$ cat src/rtl/wb_port_decoder_if.sv
// Write-back decoder bus: per-port register-select requests in, registered
// one-hot write enables and status out.
interface wb_port_decoder_if #(
  parameter int SEL_W     = 5,
  parameter int NUM_PORTS = 2
);
  localparam int NREG = 2 ** SEL_W;

  // Handshake: port i is accepted at a rising edge where req_valid[i] && req_ready[i].
  // A stalled port keeps req_valid[i] and its req_sel slice stable until accepted.
  logic [NUM_PORTS-1:0]       req_valid;
  logic [NUM_PORTS*SEL_W-1:0] req_sel;
  logic [NUM_PORTS-1:0]       req_ready;
  logic [NUM_PORTS*NREG-1:0]  we_out;
  logic [NREG-1:0]            we_any;
  logic [NUM_PORTS-1:0]       boost_active;
  logic [15:0]                conflict_cnt;

  modport master (
    output req_valid, req_sel,
    input  req_ready, we_out, we_any, boost_active, conflict_cnt
  );

  modport slave (
    input  req_valid, req_sel,
    output req_ready, we_out, we_any, boost_active, conflict_cnt
  );
endinterface

$ cat src/rtl/wb_port_decoder.sv
// Multi-port write-back decoder: resolves same-register conflicts between write
// ports, boosts starved ports and drives registered one-hot write enables.
module wb_port_decoder #(
  parameter int SEL_W     = 5,
  parameter int NUM_PORTS = 2,
  parameter int ZERO_REG  = 1,
  parameter int MAX_STALL = 3
) (
  input logic               clk,
  input logic               rst_n,
  wb_port_decoder_if.slave  bus
);
  localparam int NREG = 2 ** SEL_W;

  logic [3:0]                stall_q [NUM_PORTS];
  logic [NUM_PORTS-1:0]      boost;
  logic [NUM_PORTS-1:0]      ready;
  logic [NUM_PORTS-1:0]      stalled;
  logic [NUM_PORTS-1:0]      accept;
  logic [NUM_PORTS*NREG-1:0] we_d;
  logic [NREG-1:0]           any_d;
  logic [16:0]               cnt_sum;

  function automatic logic [SEL_W-1:0] sel_of(input logic [NUM_PORTS*SEL_W-1:0] v, input int p);
    return v[p*SEL_W +: SEL_W];
  endfunction

  function automatic logic is_zero(input logic [SEL_W-1:0] s);
    return (ZERO_REG != 0) && (s == '0);
  endfunction

  always_comb begin
    for (int i = 0; i < NUM_PORTS; i++) begin
      boost[i] = (stall_q[i] == 4'(MAX_STALL));
    end
  end

  // Port j outranks port i when boosted over non-boosted, else by lower index.
  always_comb begin
    ready = '0;
    for (int i = 0; i < NUM_PORTS; i++) begin
      ready[i] = rst_n;
      for (int j = 0; j < NUM_PORTS; j++) begin
        if (j != i) begin
          if (((boost[j] && !boost[i]) || ((boost[j] == boost[i]) && (j < i))) &&
              bus.req_valid[j] && (sel_of(bus.req_sel, j) == sel_of(bus.req_sel, i)) &&
              !is_zero(sel_of(bus.req_sel, i))) begin
            ready[i] = 1'b0;
          end
        end
      end
    end
  end

  always_comb begin
    accept  = bus.req_valid & ready;
    stalled = bus.req_valid & ~ready;
    we_d    = '0;
    any_d   = '0;
    cnt_sum = {1'b0, bus.conflict_cnt};
    for (int i = 0; i < NUM_PORTS; i++) begin
      if (accept[i] && !is_zero(sel_of(bus.req_sel, i))) begin
        we_d[i*NREG + int'(sel_of(bus.req_sel, i))] = 1'b1;
      end
      any_d   = any_d | we_d[i*NREG +: NREG];
      cnt_sum = cnt_sum + {16'd0, stalled[i]};
    end
  end

  assign bus.req_ready    = ready;
  assign bus.boost_active = boost;

  always_ff @(posedge clk or negedge rst_n) begin
    if (!rst_n) begin
      bus.we_out       <= '0;
      bus.we_any       <= '0;
      bus.conflict_cnt <= '0;
      for (int i = 0; i < NUM_PORTS; i++) begin
        stall_q[i] <= '0;
      end
    end else begin
      bus.we_out       <= we_d;
      bus.we_any       <= any_d;
      bus.conflict_cnt <= cnt_sum[16] ? 16'hFFFF : cnt_sum[15:0];
      for (int i = 0; i < NUM_PORTS; i++) begin
        if (accept[i]) begin
          stall_q[i] <= '0;
        end else if (stalled[i] && (stall_q[i] != 4'(MAX_STALL))) begin
          stall_q[i] <= stall_q[i] + 4'd1;
        end
      end
    end
  end
endmodule

$ cat src/flat_wrapper.sv
// flat-port wrapper written by rule: the top's interface ports become plain ports
module wb_port_decoder_flat 
#(
  parameter int SEL_W     = 5,
  parameter int NUM_PORTS = 2,
  parameter int ZERO_REG  = 1,
  parameter int MAX_STALL = 3
)
  (clk, rst_n, bus_req_valid, bus_req_sel, bus_req_ready, bus_we_out, bus_we_any, bus_boost_active, bus_conflict_cnt);
  wb_port_decoder_if #(.SEL_W(SEL_W), .NUM_PORTS(NUM_PORTS)) bus_i ();
  input logic clk;
  input logic rst_n;
  input wire logic [$bits(bus_i.req_valid)-1:0] bus_req_valid;
  input wire logic [$bits(bus_i.req_sel)-1:0] bus_req_sel;
  output wire logic [$bits(bus_i.req_ready)-1:0] bus_req_ready;
  output wire logic [$bits(bus_i.we_out)-1:0] bus_we_out;
  output wire logic [$bits(bus_i.we_any)-1:0] bus_we_any;
  output wire logic [$bits(bus_i.boost_active)-1:0] bus_boost_active;
  output wire logic [$bits(bus_i.conflict_cnt)-1:0] bus_conflict_cnt;
  assign bus_i.req_valid = bus_req_valid;
  assign bus_i.req_sel = bus_req_sel;
  assign bus_req_ready = bus_i.req_ready;
  assign bus_we_out = bus_i.we_out;
  assign bus_we_any = bus_i.we_any;
  assign bus_boost_active = bus_i.boost_active;
  assign bus_conflict_cnt = bus_i.conflict_cnt;
  wb_port_decoder #(.SEL_W(SEL_W), .NUM_PORTS(NUM_PORTS), .ZERO_REG(ZERO_REG), .MAX_STALL(MAX_STALL)) u_core (.clk(clk), .rst_n(rst_n), .bus(bus_i));
endmodule
$ cat config.mk
export PLATFORM = sky130hd
export DESIGN_NAME = wb_port_decoder_flat
export DESIGN_NICKNAME = d
export VERILOG_FILES = /design/src/rtl/wb_port_decoder_if.sv /design/src/rtl/wb_port_decoder.sv /design/src/flat_wrapper.sv
export SDC_FILE = /design/constraint.sdc
export NUM_CORES = 1
export LEC_CHECK = 0
export CORE_UTILIZATION = 43
export DETAILED_ROUTE_END_ITERATION = 7
export PLACE_DENSITY = 0.75
export SLEW_MARGIN = 20
export SYNTH_ARGS = -nofsm -noshare
export SYNTH_HDL_FRONTEND = slang
export SYNTH_SLANG_ARGS = --single-unit
export TNS_END_PERCENT = 20
$ cat constraint.sdc
create_clock -name clk -period 6.3 [get_ports clk]
set_clock_uncertainty 0.2 [all_clocks]
set_input_delay 1.26 -clock clk [delete_from_list [all_inputs] [get_ports clk]]
set_output_delay 1.26 -clock clk [all_outputs]
set_load 0.01 [all_outputs]
==> impl_metrics.sql, run 1 <==
INSERT INTO impl_metrics (metric_group, metric, value, unit) VALUES
('outcome', 'status', 'finished clean', ''),
('yosys', 'yosys_register_bits', '120', ''),
('routing', 'drt_iter0_markers', '231', ''),
('cts', 'tritoncts', 'yes', ''),
('cts', 'num_clock_sinks', '120', ''),
('yosys', 'post-synth-top-count-cell', 'sky130_fd_sc_hd__dfrtp_1', ''),
('yosys', 'synth_top_area_share', '62.5', '%'),
('sta', 'timing.final.setup_violations', '0', ''),
('grt', 'grt_pass1_vias', '3661', ''),
('yosys', 'synth.top_cells.by_count', 'sky130_fd_sc_hd__dfrtp_1, sky130_fd_sc_hd__nor2_1, sky130_fd_sc_hd__nand2_1', ''),
('die', 'die_area', '11600', 'µm²'),
('yosys', 'async_set_or_reset_flop_fraction_in_the_synthesized_netlist', '100', '%'),
('placed_design', 'place_worst_setup_slack', '0.967', 'ns'),
('cts', 'clock_tree.htree_level_count', '4', ''),
('yosys', 'synth.area.top_cells', 'sky130_fd_sc_hd__dfrtp_1, sky130_fd_sc_hd__nor2_1, sky130_fd_sc_hd__nand2_1', ''),
('worst_setup_path', 'required', '4.84', 'ns'),
('routing', 'first_pass_iters', '5', ''),
('grt', 'groute.usage.overall', '22.6', '%'),
('sta', 'finalCriticalPeriod', '5.20', 'ns'),
('cts', 'numCtsBuffers', '17', ''),
('worst_setup_path', 'cp_class', 'in2out', ''),
('cts', 'postCtsSetupRepairBufs', '0', ''),
('worst_setup_path', 'timing.critical_path.from_type', 'primary input', ''),
('yosys', 'synth.cell_area', '4800', 'µm²'),
('worst_setup_path', 'worst_setup_path_end_kind', 'output pin', ''),
('sta', 'postLayoutSetupSlackWorst', '1.10', 'ns'),
('yosys', 'yosysWarningCount', '0', ''),
('job', 'maxCapViolCount', '0', ''),
('placed_design', 'post-dp-hpwl', '8200', 'µm'),
('cts', 'clock_insertion_delay_worst_skew', '0.53', 'ns'),
('yosys', 'yosysSeqAreaShare', '62.5', '%'),
('cts', 'cts_hold_repair.buffers', '0', ''),
('final_layout', 'instances_no_fill', '714', ''),
('die', 'floorplan.die.height', '108', 'µm'),
('worst_setup_path', 'arrival', '3.74', 'ns'),
('die', 'floorplan.die.width', '108', 'µm'),
('cts', 'cts_repair_resize_count', '0', ''),
('grt', 'antenna_violations_before_repair', '0', ''),
('sta', 'grt_setup_unrepaired', 'no', ''),
('final_layout', 'utilization', '62.9', '%'),
('grt', 'global_route_total_overflow', '0', ''),
('sta', 'max-slew-margin-rel', '29.3', '%'),
('cts', 'clk_transition_reported_paths', '0.06', 'ns'),
('final_layout', 'drive_gt1_share', '9.23', '%'),
('routing', 'postRouteWirelength', '12400', 'µm'),
('routing', 'routed_via_density', '5.30', ''),
('routing', 'detail_route.drc_violations', '0', ''),
('die', 'num_rows', '38', ''),
('sta', 'timing.final.crit_share', '82.6', '%'),
('pwr', 'power_density', '303', 'nW/µm²'),
('grt', 'grt_first_pass_wirelength', '19400', 'µm'),
('sta', 'maxClockFrequency', '0.192', 'GHz'),
('final_layout', 'flow.area_growth_from_synthesis', '42.0', '%'),
('cts', 'cts.root.buffer_cell', 'sky130_fd_sc_hd__clkbuf_8', ''),
('worst_setup_path', 'timing.critical_path.fanout_max', '11', ''),
('placed_design', 'finalWeightedCongestion', '0.855', ''),
('sta', 'tns', '0', 'ns'),
('yosys', 'yosys_top_cell_by_area', 'sky130_fd_sc_hd__dfrtp_1', ''),
('cts', 'cts_buffer_depth', '2', ''),
('yosys', 'post_synth.cell_area_avg', '11.1', 'µm²'),
('final_layout', 'final_nets', '581', ''),
('die', 'initial_utilization', '44.3', '%'),
('placed_design', 'dpl.cell_count', '684', ''),
('sta', 'report.final.slew_viol_count', '0', ''),
('routing', 'drt-wirelength-per-cell', '17.4', 'µm'),
('grt', 'maximum_number_of_pins_on_one_net_before_global_route_repair', '77', ''),
('yosys', 'ys_types', '54', ''),
('hold_path', 'min_path_type', 'reg2reg', ''),
('yosys', 'synth_edf_count', '0', ''),
('pwr', 'vdd_ir_drop_max', '0.177', 'mV'),
('final_layout', 'antenna-diode-count', '0', ''),
('yosys', 'synthesis.instances', '432', ''),
('sta', 'timing_worst_slew_pin_value', '1.06', 'ns'),
('sta', 'finalHoldViolCount', '0', ''),
('yosys', 'ys.flop_type', 'sky130_fd_sc_hd__dfrtp_1', ''),
('die', 'design.core.area', '10800', 'µm²'),
('placed_design', 'port-buffer-count', '129', ''),
('pwr', 'static_leakage_power', '0.00309', 'µW'),
('die', 'ios', '130', ''),
('pwr', 'p_total', '2060', 'µW'),
('routing', 'num_vias', '3781', ''),
('routing', 'ant_nets', '0', '');
[state kept, by name, indices dropped and copies added, names as in the netlist]
| name | flops |
|---|---|
| u_core.bus.we_out | 64 |
| u_core.bus.we_any | 32 |
| u_core.bus.conflict_cnt | 16 |
| u_core.stall_q | 8 |
[power breakdown]
group / switching (µW) / internal [µW]
Clock: 329 / 668
Sequential: 38.7 / 805
Combinational: 120 / 101
[final cells by class]
type | count | area (µm²)
timing repair buffer | 132 | 1310
fill | 868 | 4030
inverter | 16 | 60.1
sequential | 120 | 3000
tap | 140 | 175
clock inverter | 8 | 144
clock buffer | 22 | 463
multi-input combinational | 276 | 1660
[per-stage QoR]
step                hold WS, ns  instance area, µm²
floorplan                 0.302                4810
global placement          0.328                6180
detailed placement        0.341                6190
CTS                       0.355                6800
global route              0.397                6820
finish                    0.355                6820
[routing by layer]
| metal | up-vias | wire length (µm) | track usage, % |
|---|---|---|---|
| met1 | 1859 | 5360 | 29.0 |
| met4 | 0 | 182 | 7.34 |
| met3 | 18 | 770 | 7.02 |
| met2 | 161 | 6080 | 36.6 |
| met5 | - | 0 | 0 |
| li1 | 1743 | - | - |
[final timing paths]
path                                                        end  cells past startpoint  slack [ns]                           from
setup / recovery                               bus_req_ready[1]                      6        1.10                 bus_req_sel[6]
hold reg to reg                   u_core.stall_q[1]$_DFFE_PN0P_                      1        0.36  u_core.stall_q[1]$_DFFE_PN0P_
max in group asynchronous       u_core.bus.we_any[27]$_DFF_PN0_                      2        3.96                          rst_n
hold / removal                    u_core.stall_q[1]$_DFFE_PN0P_                      1        0.36  u_core.stall_q[1]$_DFFE_PN0P_
setup reg to reg           u_core.bus.conflict_cnt[1]$_DFF_PN0_                     13        2.09  u_core.stall_q[4]$_DFFE_PN0P_
min in group asynchronous       u_core.bus.we_out[28]$_DFF_PN0_                      1        0.58                          rst_n
[cell usage in the layout (no fill, tap or decap), drive strengths merged, types with 13 or more instances in the layout]
cell type,instances
clkbuf,22
clkdlybuf4s50,128
dfrtp,120
inv,17
nand2,57
nor2,65
nor3,15
o22ai,27
xnor2,13
[worst max-delay path, cell delays in order]
cell and delay [ns]:
sky130_fd_sc_hd__clkdlybuf4s50_1 0.57, sky130_fd_sc_hd__or4_4 0.64, sky130_fd_sc_hd__o211ai_4 0.39, sky130_fd_sc_hd__nor3_2 0.18
sky130_fd_sc_hd__nor2_1 0.15, sky130_fd_sc_hd__clkdlybuf4s50_1 0.55
[cells by family after synthesis]
group	synth area share [%]
buffers and inverters	3.70
adder cells (fa/ha/maj)	1.20
AND/OR/NAND/NOR	18.1
AO/OA/AOI/OAI	10.8
multiplexers	0.443
flip-flops	62.5
XOR/XNOR	3.10
other	0.0781
Note: power is estimated with default switching activity, not from simulation.
==> run 2: changes to the inputs <==
==> constraint.sdc (replaced) <==
create_clock -name clk -period 5.2 [get_ports clk]
set_clock_uncertainty 0.2 [all_clocks]
set_input_delay 1.04 -clock clk [delete_from_list [all_inputs] [get_ports clk]]
set_output_delay 1.04 -clock clk [all_outputs]
set_load 0.01 [all_outputs]
==> impl_metrics.sql, run 2 (same netlist as run 1, synthesis figures left out) <==
INSERT INTO impl_metrics (metric_group, metric, value, unit) VALUES
('die', 'floorplan.die.width', '108', 'µm'),
('cts', 'numCtsBuffers', '17', ''),
('grt', 'global_route_total_overflow', '0', ''),
('routing', 'first_pass_iters', '5', ''),
('sta', 'report.final.slew_viol_count', '0', ''),
('grt', 'groute.usage.overall', '22.1', '%'),
('routing', 'routed_via_density', '5.23', ''),
('final_layout', 'most-common-layout-cells', 'sky130_fd_sc_hd__clkdlybuf4s50_1, sky130_fd_sc_hd__dfrtp_1, sky130_fd_sc_hd__nor2_1', ''),
('sta', 'finalCriticalPeriod', '4.75', 'ns'),
('cts', 'cts_repair_resize_count', '0', ''),
('final_layout', 'instances_no_fill', '722', ''),
('worst_setup_path', 'timing.critical_path.fanout_max', '11', ''),
('worst_setup_path', 'required', '3.96', 'ns'),
('routing', 'detail_route.drc_violations', '0', ''),
('sta', 'tns', '0', 'ns'),
('cts', 'clock_tree.htree_level_count', '4', ''),
('grt', 'maximum_number_of_pins_on_one_net_before_global_route_repair', '79', ''),
('placed_design', 'post-dp-hpwl', '8150', 'µm'),
('cts', 'num_clock_sinks', '120', ''),
('sta', 'grt_setup_unrepaired', 'no', ''),
('die', 'floorplan.die.height', '108', 'µm'),
('die', 'die_area', '11600', 'µm²'),
('cts', 'cts_hold_repair.buffers', '0', ''),
('die', 'initial_utilization', '44.3', '%'),
('routing', 'drt_iter0_markers', '205', ''),
('routing', 'num_vias', '3779', ''),
('sta', 'hold-worst-slack', '0.344', 'ns'),
('sta', 'postLayoutSetupSlackWorst', '0.453', 'ns'),
('routing', 'postRouteWirelength', '11700', 'µm'),
('routing', 'ant_nets', '0', ''),
('grt', 'antenna_violations_before_repair', '0', ''),
('final_layout', 'sequential_cell_area', '3000', 'µm²'),
('cts', 'postCtsSetupRepairBufs', '0', ''),
('final_layout', 'layout.cells.most_common', 'sky130_fd_sc_hd__clkdlybuf4s50_1', ''),
('cts', 'cts.root.buffer_cell', 'sky130_fd_sc_hd__clkbuf_8', ''),
('worst_setup_path', 'arrival', '3.51', 'ns'),
('final_layout', 'largest_registers', 'u_core.bus.we_out (64), u_core.bus.we_any (32), u_core.bus.conflict_cnt (16)', ''),
('job', 'maxCapViolCount', '0', ''),
('worst_setup_path', 'timing.critical_path.from_type', 'primary input', ''),
('pwr', 'power_density', '359', 'nW/µm²'),
('final_layout', 'drive_gt1_share', '10.1', '%'),
('sta', 'timing_worst_slew_pin_value', '1.05', 'ns'),
('sta', 'max-slew-margin-rel', '29.7', '%'),
('sta', 'maxClockFrequency', '0.211', 'GHz'),
('pwr', 'vdd_ir_drop_max', '0.239', 'mV'),
('hold_path', 'min_path_type', 'reg2reg', ''),
('sta', 'timing.final.crit_share', '91.3', '%'),
('placed_design', 'place_worst_setup_slack', '0.259', 'ns'),
('grt', 'grt_pass1_vias', '3683', ''),
('final_layout', 'n_fill_cell', '866', ''),
('cts', 'tritoncts', 'yes', ''),
('die', 'ios', '130', ''),
('worst_setup_path', 'cp_class', 'in2out', ''),
('grt', 'grt_first_pass_wirelength', '19000', 'µm'),
('die', 'num_rows', '38', ''),
('worst_setup_path', 'r2r_slack', '1.08', 'ns'),
('placed_design', 'dpl.cell_count', '690', ''),
('routing', 'drt-wirelength-per-cell', '16.2', 'µm'),
('final_layout', 'multi_input_comb_area', '1630', 'µm²'),
('final_layout', 'antenna-diode-count', '0', ''),
('sta', 'finalHoldViolCount', '0', ''),
('cts', 'cts_buffer_depth', '2', ''),
('worst_setup_path', 'worst_setup_path_end_kind', 'output pin', ''),
('cts', 'clock_insertion_delay_worst_skew', '0.51', 'ns'),
('final_layout', 'final_nets', '587', ''),
('final_layout', 'largest_register_ffs', '64', ''),
('placed_design', 'port-buffer-count', '129', ''),
('placed_design', 'finalWeightedCongestion', '0.852', ''),
('outcome', 'status', 'finished clean', ''),
('sta', 'timing.final.setup_violations', '0', ''),
('cts', 'clk_transition_reported_paths', '0.06', 'ns'),
('pwr', 'static_leakage_power', '0.00310', 'µW'),
('final_layout', 'flow.area_growth_from_synthesis', '42.3', '%'),
('final_layout', 'registers.top_by_ff_count', 'u_core.bus.we_out', ''),
('die', 'design.core.area', '10800', 'µm²');
-- run 2: routing by layer --
layer  global-route usage [%]  part of all wire [%]  vias up
li1                         -                     -     1763
met1                     29.5                    43     1861
met2                     34.6                    49      147
met3                     5.63                   6.2        8
met4                     8.71                   1.1        0
met5                        0                     0        -
-- run 2: critical path, cell delays in order --
cell                              delay (ns)
sky130_fd_sc_hd__clkdlybuf4s50_1        0.59
sky130_fd_sc_hd__or4_4                  0.64
sky130_fd_sc_hd__o211ai_4               0.36
sky130_fd_sc_hd__nor3_2                 0.17
sky130_fd_sc_hd__nor2_1                 0.15
sky130_fd_sc_hd__clkdlybuf4s50_1        0.55
-- run 2: cell type report --
class,count,share of cell area (%)
clock buffer,19,6.32
clock inverter,13,2.53
inverter,16,0.879
multi-input combinational,276,23.9
sequential,120,43.9
tap,140,2.56
timing repair buffer,138,19.8
-- run 2: path summary, 6_finish.rpt --
kind,end,depth (start not counted),start
max,bus_req_ready[1],6,bus_req_sel[6]
min,u_core.stall_q[1]$_DFFE_PN0P_,1,u_core.stall_q[1]$_DFFE_PN0P_
max reg2reg,u_core.bus.conflict_cnt[6]$_DFF_PN0_,13,u_core.stall_q[4]$_DFFE_PN0P_
min reg2reg,u_core.stall_q[1]$_DFFE_PN0P_,1,u_core.stall_q[1]$_DFFE_PN0P_
max in group asynchronous,u_core.bus.conflict_cnt[0]$_DFF_PN0_,2,rst_n
min in group asynchronous,u_core.bus.we_out[16]$_DFF_PN0_,1,rst_n
-- run 2: where the power goes --
group | internal [µW] | leakage [µW] | switching, µW
Sequential | 975 | 0.00164 | 46.6
Clock | 747 | 0.000286 | 418
Combinational | 124 | 0.00117 | 144
Total | 1850 | 0.00310 | 609
-- run 2: stage by stage --
| step | total power [µW] | utilization [%] | cell area (µm²) |
|---|---|---|---|
| 6_report | 2450 | 63.0 | 6830 |
| 5_1_grt | 2560 | 63.0 | 6830 |
| 4_1_cts | 2480 | 63.0 | 6830 |
| 3_5_place_dp | 1300 | 57.5 | 6230 |
| 3_3_place_gp | 1290 | 57.5 | 6230 |
| 2_1_floorplan | 1170 | - | 4810 |
==> RTL change 1 (flow settings as in run 1) <==
`ZERO_REG` is set to 1 in 2 places; all go to 0.
--- a/src/rtl/wb_port_decoder.sv
+++ b/src/rtl/wb_port_decoder.sv
@@ -3,7 +3,7 @@
 module wb_port_decoder #(
   parameter int SEL_W     = 5,
   parameter int NUM_PORTS = 2,
-  parameter int ZERO_REG  = 1,
+  parameter int ZERO_REG  = 0,
   parameter int MAX_STALL = 3
 ) (
   input logic               clk,
--- a/src/flat_wrapper.sv
+++ b/src/flat_wrapper.sv
@@ -3,7 +3,7 @@
 #(
   parameter int SEL_W     = 5,
   parameter int NUM_PORTS = 2,
-  parameter int ZERO_REG  = 1,
+  parameter int ZERO_REG  = 0,
   parameter int MAX_STALL = 3
 )
   (clk, rst_n, bus_req_valid, bus_req_sel, bus_req_ready, bus_we_out, bus_we_any, bus_boost_active, bus_conflict_cnt);
Behaviour: not the same (Yosys sat finds a counterexample within 4 cycles, from zero or initial values and one cycle with rst_n low).
==> RTL change 1 against run 1 <==
Setup slack better by 0.17 ns; synthesized cell count shrank 6.5%; utilization fell by 0.67 points; power increased by 0.80%; final area is 1.1% lower; die area is the same; wire length fell by 4.8%; synthesized area is the same; sequential cell count did not move.
==> RTL change 1: results (changes against run 1) <==
The buffer depth of the longest clock path came out at 2 (unchanged). The half-perimeter wire length of the detailed placement result is 7950 um (-3.1%). The slowest stage of the critical path is the sky130_fd_sc_hd__clkdlybuf4s50_1 cell. The violation count after the first detailed-route iteration came to 226 (-2.2%). The worst endpoint data arrival time is 3.57 ns (-0.17 ns). The leakage component of the power is 2.93 nW (-5.0%). In the synthesized netlist, the cells that appear most often are sky130_fd_sc_hd__dfrtp_1 (120), sky130_fd_sc_hd__nor2_1 (74), sky130_fd_sc_hd__o22ai_1 (35). The largest fanout on the critical path is 9 (-2). The via count of the first global-routing pass is 3508 (-4.2%). The buffers inserted during post-CTS setup optimization came out at 0 (unchanged).

The pin count of the biggest net entering global routing came out at 73 (-5.2%). The number of library cell types mapped by synthesis was 49 (-9.3%). The routed wire length per instance came out at 17.2 um (-0.65%). The number of placed instances, taps included came out at 652 (-4.7%). By area the synthesized netlist is led by sky130_fd_sc_hd__dfrtp_1 (63%), sky130_fd_sc_hd__nor2_1 (5.8%), sky130_fd_sc_hd__o22ai_1 (4.6%). The family with the most delay on the worst path is buffers and inverters. The wire length of the first global-routing pass is 18700 um (-3.8%). The minimum setup slack after placement came out at 1.14 ns (+0.171 ns). The standard cell area after detailed placement came to 6140 um2 (-0.89%). The final net count is 549 (-5.5%).

The total of fill cells in the finished design was 846 (-2.5%). The number of antenna diodes came out at 0 (unchanged). The initial antenna violation count was 0 (unchanged).

The peak supply drop came out at 0.212 mV (+19%). The tree is rooted in a sky130_fd_sc_hd__clkbuf_8. The transition at the pin with the smallest max-transition slack came out at 0.897 ns (-0.162 ns). The async set-or-reset flop fraction in the synthesized netlist came out at 1.00 (unchanged). In the final layout, the registers with the most flip-flops are u_core.bus.we_out (64), u_core.bus.we_any (32), u_core.bus.conflict_cnt (16). The largest incremental delay on the critical path came to 0.57 ns (-0.07 ns).

The count of cells resized by post-cts repair is 0 (unchanged). The post-synthesis cell count is 404 (-6.5%). The min-delay analysis places its worst path in the category register to register. The number of standard cells in the final layout excluding fillers came out at 684 (-4.2%). The run finished with clean final reports. The final estimated routing congestion in global placement came out at 0.807 (-5.6%). The global routing usage summed across all routing layers came to 0.217 (-0.00968).

The length of the first detailed-routing pass in iterations was 4 (-1). The vias after detailed routing is 3601 (-4.8%). The proportion of layout cells with a drive suffix above 1 is 0.114 (+0.0216).
## RTL change 1: cell families after synthesis
logic type,Yosys count,share of synthesized area
and+or+nand+nor,162,0.170
muxes,1,0.00235
buffers and inverters,37,0.0414
DFF,120,0.625
AOI/OAI and AO/OA,65,0.114
adders and majority gates,4,0.0120
xor gates and xnor gates,15,0.0352
## RTL change 1: layout make-up
class,instances,area [um2],share of cell area
clock inverter,15,190,0.0282
tap,140,175,0.0260
inverter,14,57.6,0.00854
sequential,120,3000,0.445
timing repair buffer,131,1300,0.193
clock buffer,17,414,0.0614
multi-input combinational,247,1600,0.237
## RTL change 1: worst reg2reg max path: cells and delay by family, from the launching register on
kind	cells	cell delay, ns
buffers and inverters	2	0.17
and+or+nand+nor	6	1.85
adders and majority gates	3	0.87
AOI/OAI and AO/OA	2	0.41
DFF	1	0.42
## RTL change 1: where the power goes
part | switching, mW | internal, mW
Sequential | 0.0423 | 0.809
Combinational | 0.137 | 0.115
Clock | 0.365 | 0.612
Total | 0.545 | 1.54
## RTL change 1: final timing paths
path                                        start                    endpoint  slack (ns)  depth (start not counted)
worst max-delay path               bus_req_sel[6]            bus_req_ready[0]        1.27                          6
worst min-delay path            u_core.stall_q[5]           u_core.stall_q[5]        0.35                          1
worst max register to register  u_core.stall_q[0]  u_core.bus.conflict_cnt[6]        2.32                         13
worst min register to register  u_core.stall_q[5]           u_core.stall_q[5]        0.35                          1
max in group asynchronous                   rst_n       u_core.bus.we_any[28]        4.00                          2
min in group asynchronous                   rst_n       u_core.bus.we_out[41]        0.59                          1
## RTL change 1: metal layers
layer	vias up	part of all wire	GRT usage
met1	1778	0.42	0.269
met4	0	0.013	0.0802
met5	-	0	0
met2	144	0.50	0.363
met3	11	0.069	0.0563
li1	1668	-	-
==> RTL change 2 (config.mk and constraints of run 1) <==
Without the edit above. Reset style: synchronous (`rst_n`), changed in one clocked block.
--- a/src/rtl/wb_port_decoder.sv
+++ b/src/rtl/wb_port_decoder.sv
@@ -70,7 +70,7 @@
   assign bus.req_ready    = ready;
   assign bus.boost_active = boost;
 
-  always_ff @(posedge clk or negedge rst_n) begin
+  always_ff @(posedge clk) begin
     if (!rst_n) begin
       bus.we_out       <= '0;
       bus.we_any       <= '0;
Behaviour: differs if rst_n is asserted again (counterexample within 4 cycles, from zero or initial values and one cycle with rst_n low); with rst_n held inactive, the same outputs for 10 cycles.
==> RTL change 2 against run 1 <==
Setup slack improved by 0.20 ns; final area fell by 7.5%; worst hold slack improved by 0.0082 ns; synthesized cell count fell by 0.23%; wire length fell by 6.8%; utilization rose by 1.7 points; sequential cell count did not move; global-route usage rose by 0.29 points; synthesized area fell by 9.8%; largest cell class unchanged; highest routed layer unchanged.
Power is not compared: it rests on default switching activity, and its combinational part moved more than twofold at a synthesized area within 25%.
==> RTL change 2: results (changes against run 1) <==
The flow ran to the end, and the final reports show no timing, DRC or antenna violations. The total die area is 10500 um2 (-9.6%). The launch point of the worst reg-to-reg path is u_core.stall_q[1][0]. The violation count after the first detailed-route iteration came out at 172 (-26%). The met1 track demand over resource in global routing is 0.259 (-0.0308). The via count of the first global-routing pass came to 3534 (-3.5%). The vias per cell was 5.10 (-3.8%). The startpoint of the worst setup timing path is bus_req_sel[8]. The largest registers in the layout are u_core.bus.we_out (64), u_core.bus.we_any (32), u_core.bus.conflict_cnt (16). IR analysis of the VDD net gives a maximum drop of 0.135 mV.

The sequential area share after synthesis came to 0.573 (-0.0521). The global-route met3 utilization is 0.0677 (-0.00250). The path class of the tightest hold or removal check is register to register. The wire length of the first global-routing pass is 18000 um (-7.5%). The startpoint of the tightest hold check path is u_core.bus.conflict_cnt[15]. The global routing usage summed across all routing layers came out at 0.229 (+0.00288). The number of buffer cells added on primary ports is 129 (unchanged). The global routing usage on met2 is 0.404 (+0.0384). After synthesis, the most frequently instantiated cells are sky130_fd_sc_hd__dfxtp_1 (112), sky130_fd_sc_hd__nor2_1 (58), sky130_fd_sc_hd__nand2_1 (47).

The routed wire length per instance came out at 16.3 um (-6.0%). The largest fanout on the critical path came out at 10 (-1). The half-perimeter wire length of the detailed placement result is 8090 um (-1.3%).

The pin count of the biggest net entering global routing was 30 (-61%). The length of the first detailed-routing pass in iterations was 8 (+3). The relative max-transition margin is 0.324 (+0.0304). The number of enable flip-flop cells after synthesis came to 8 (+8). The number of antenna diodes came out at 0 (unchanged). The proportion of layout cells with a drive suffix above 1 is 0.106 (+0.0138). The number of library cell types mapped by synthesis came out at 54 (unchanged). In this run the clock root is driven by a sky130_fd_sc_hd__clkbuf_8. The async set-or-reset flop fraction in the synthesized netlist came out at 0 (-1.00). The worst endpoint data arrival time is 3.55 ns (-0.19 ns).

The final antenna-violating net count came out at 0 (unchanged). The total of fill cells in the finished design came out at 779 (-10%). The final net count came out at 580 (-0.17%). By area the synthesized netlist is led by sky130_fd_sc_hd__dfxtp_1 (52%), sky130_fd_sc_hd__edfxtp_1 (5.5%), sky130_fd_sc_hd__nor2_1 (5.0%). The final estimated routing congestion in global placement came out at 0.813 (-4.9%).
RTL change 2: changes by cell type after synthesis, sizes merged, moves of 5 or more:
cell and change:
dfxtp +112, and3 +5, dfrtp -120, nand2 -9, and2 +5, nand3 +5
a21oi +9, edfxtp +8, nor3 -5
RTL change 2: path summary, 6_finish.rpt:
check                                     end  slack [ns]  cells after the start
setup / recovery             bus_req_ready[0]        1.29                      6
hold / removal    u_core.bus.conflict_cnt[15]        0.36                      2
hold reg to reg   u_core.bus.conflict_cnt[15]        0.36                      2
setup reg to reg   u_core.bus.conflict_cnt[9]        2.16                     13
RTL change 2: report_power, final:
part,internal (mW),total (mW),switching (mW),leakage [nW]
Clock,0.612,0.980,0.368,0.293
Combinational,0.0394,0.0983,0.0590,1.14
Sequential,0.777,0.783,0.00578,0.994
RTL change 2: cell type report:
class,instances,area share
sequential,120,0.394
multi-input combinational,277,0.268
timing repair buffer,131,0.207
tap,133,0.0264
clock inverter,15,0.0300
inverter,15,0.00893
clock buffer,17,0.0657
RTL change 2: logic make-up (layout without fill, tap and decap cells):
| family | after synthesis | in the layout | synth area share |
|---|---|---|---|
| compound gates | 61 | 61 | 0.100 |
| mux | 1 | 1 | 0.00231 |
| fa+ha+maj | 4 | 4 | 0.0133 |
| buf+inv | 36 | 178 | 0.0402 |
| flops | 120 | 120 | 0.573 |
| simple gates | 189 | 189 | 0.230 |
| other cells | 1 | 3 | 0.000866 |
| xor+xnor | 19 | 19 | 0.0402 |
RTL change 2: stage by stage:
stage	hold WS, ns	setup slack, ns	area [um2]	std cells
2_1_floorplan	0.341	2.12	4340	433
3_3_place_gp	0.337	1.24	5690	676
3_5_place_dp	0.354	0.945	5690	676
4_1_cts	0.366	1.30	6290	708
5_1_grt	0.403	1.06	6310	708
6_report	0.363	1.29	6310	708
RTL change 2: critical path, stage by stage:
cell	delay [ns]
sky130_fd_sc_hd__clkdlybuf4s50_1	0.59
sky130_fd_sc_hd__xnor2_1	0.35
sky130_fd_sc_hd__nand3_2	0.27
sky130_fd_sc_hd__nor4b_4	0.44
sky130_fd_sc_hd__nor2_1	0.12
sky130_fd_sc_hd__clkdlybuf4s50_1	0.52
RTL change 2: routing by layer:
layer  wire length [um]  share of wire
met5                  0              0
met4                145          0.013
met3                895          0.078
met2               6000           0.52
met1               4500           0.39
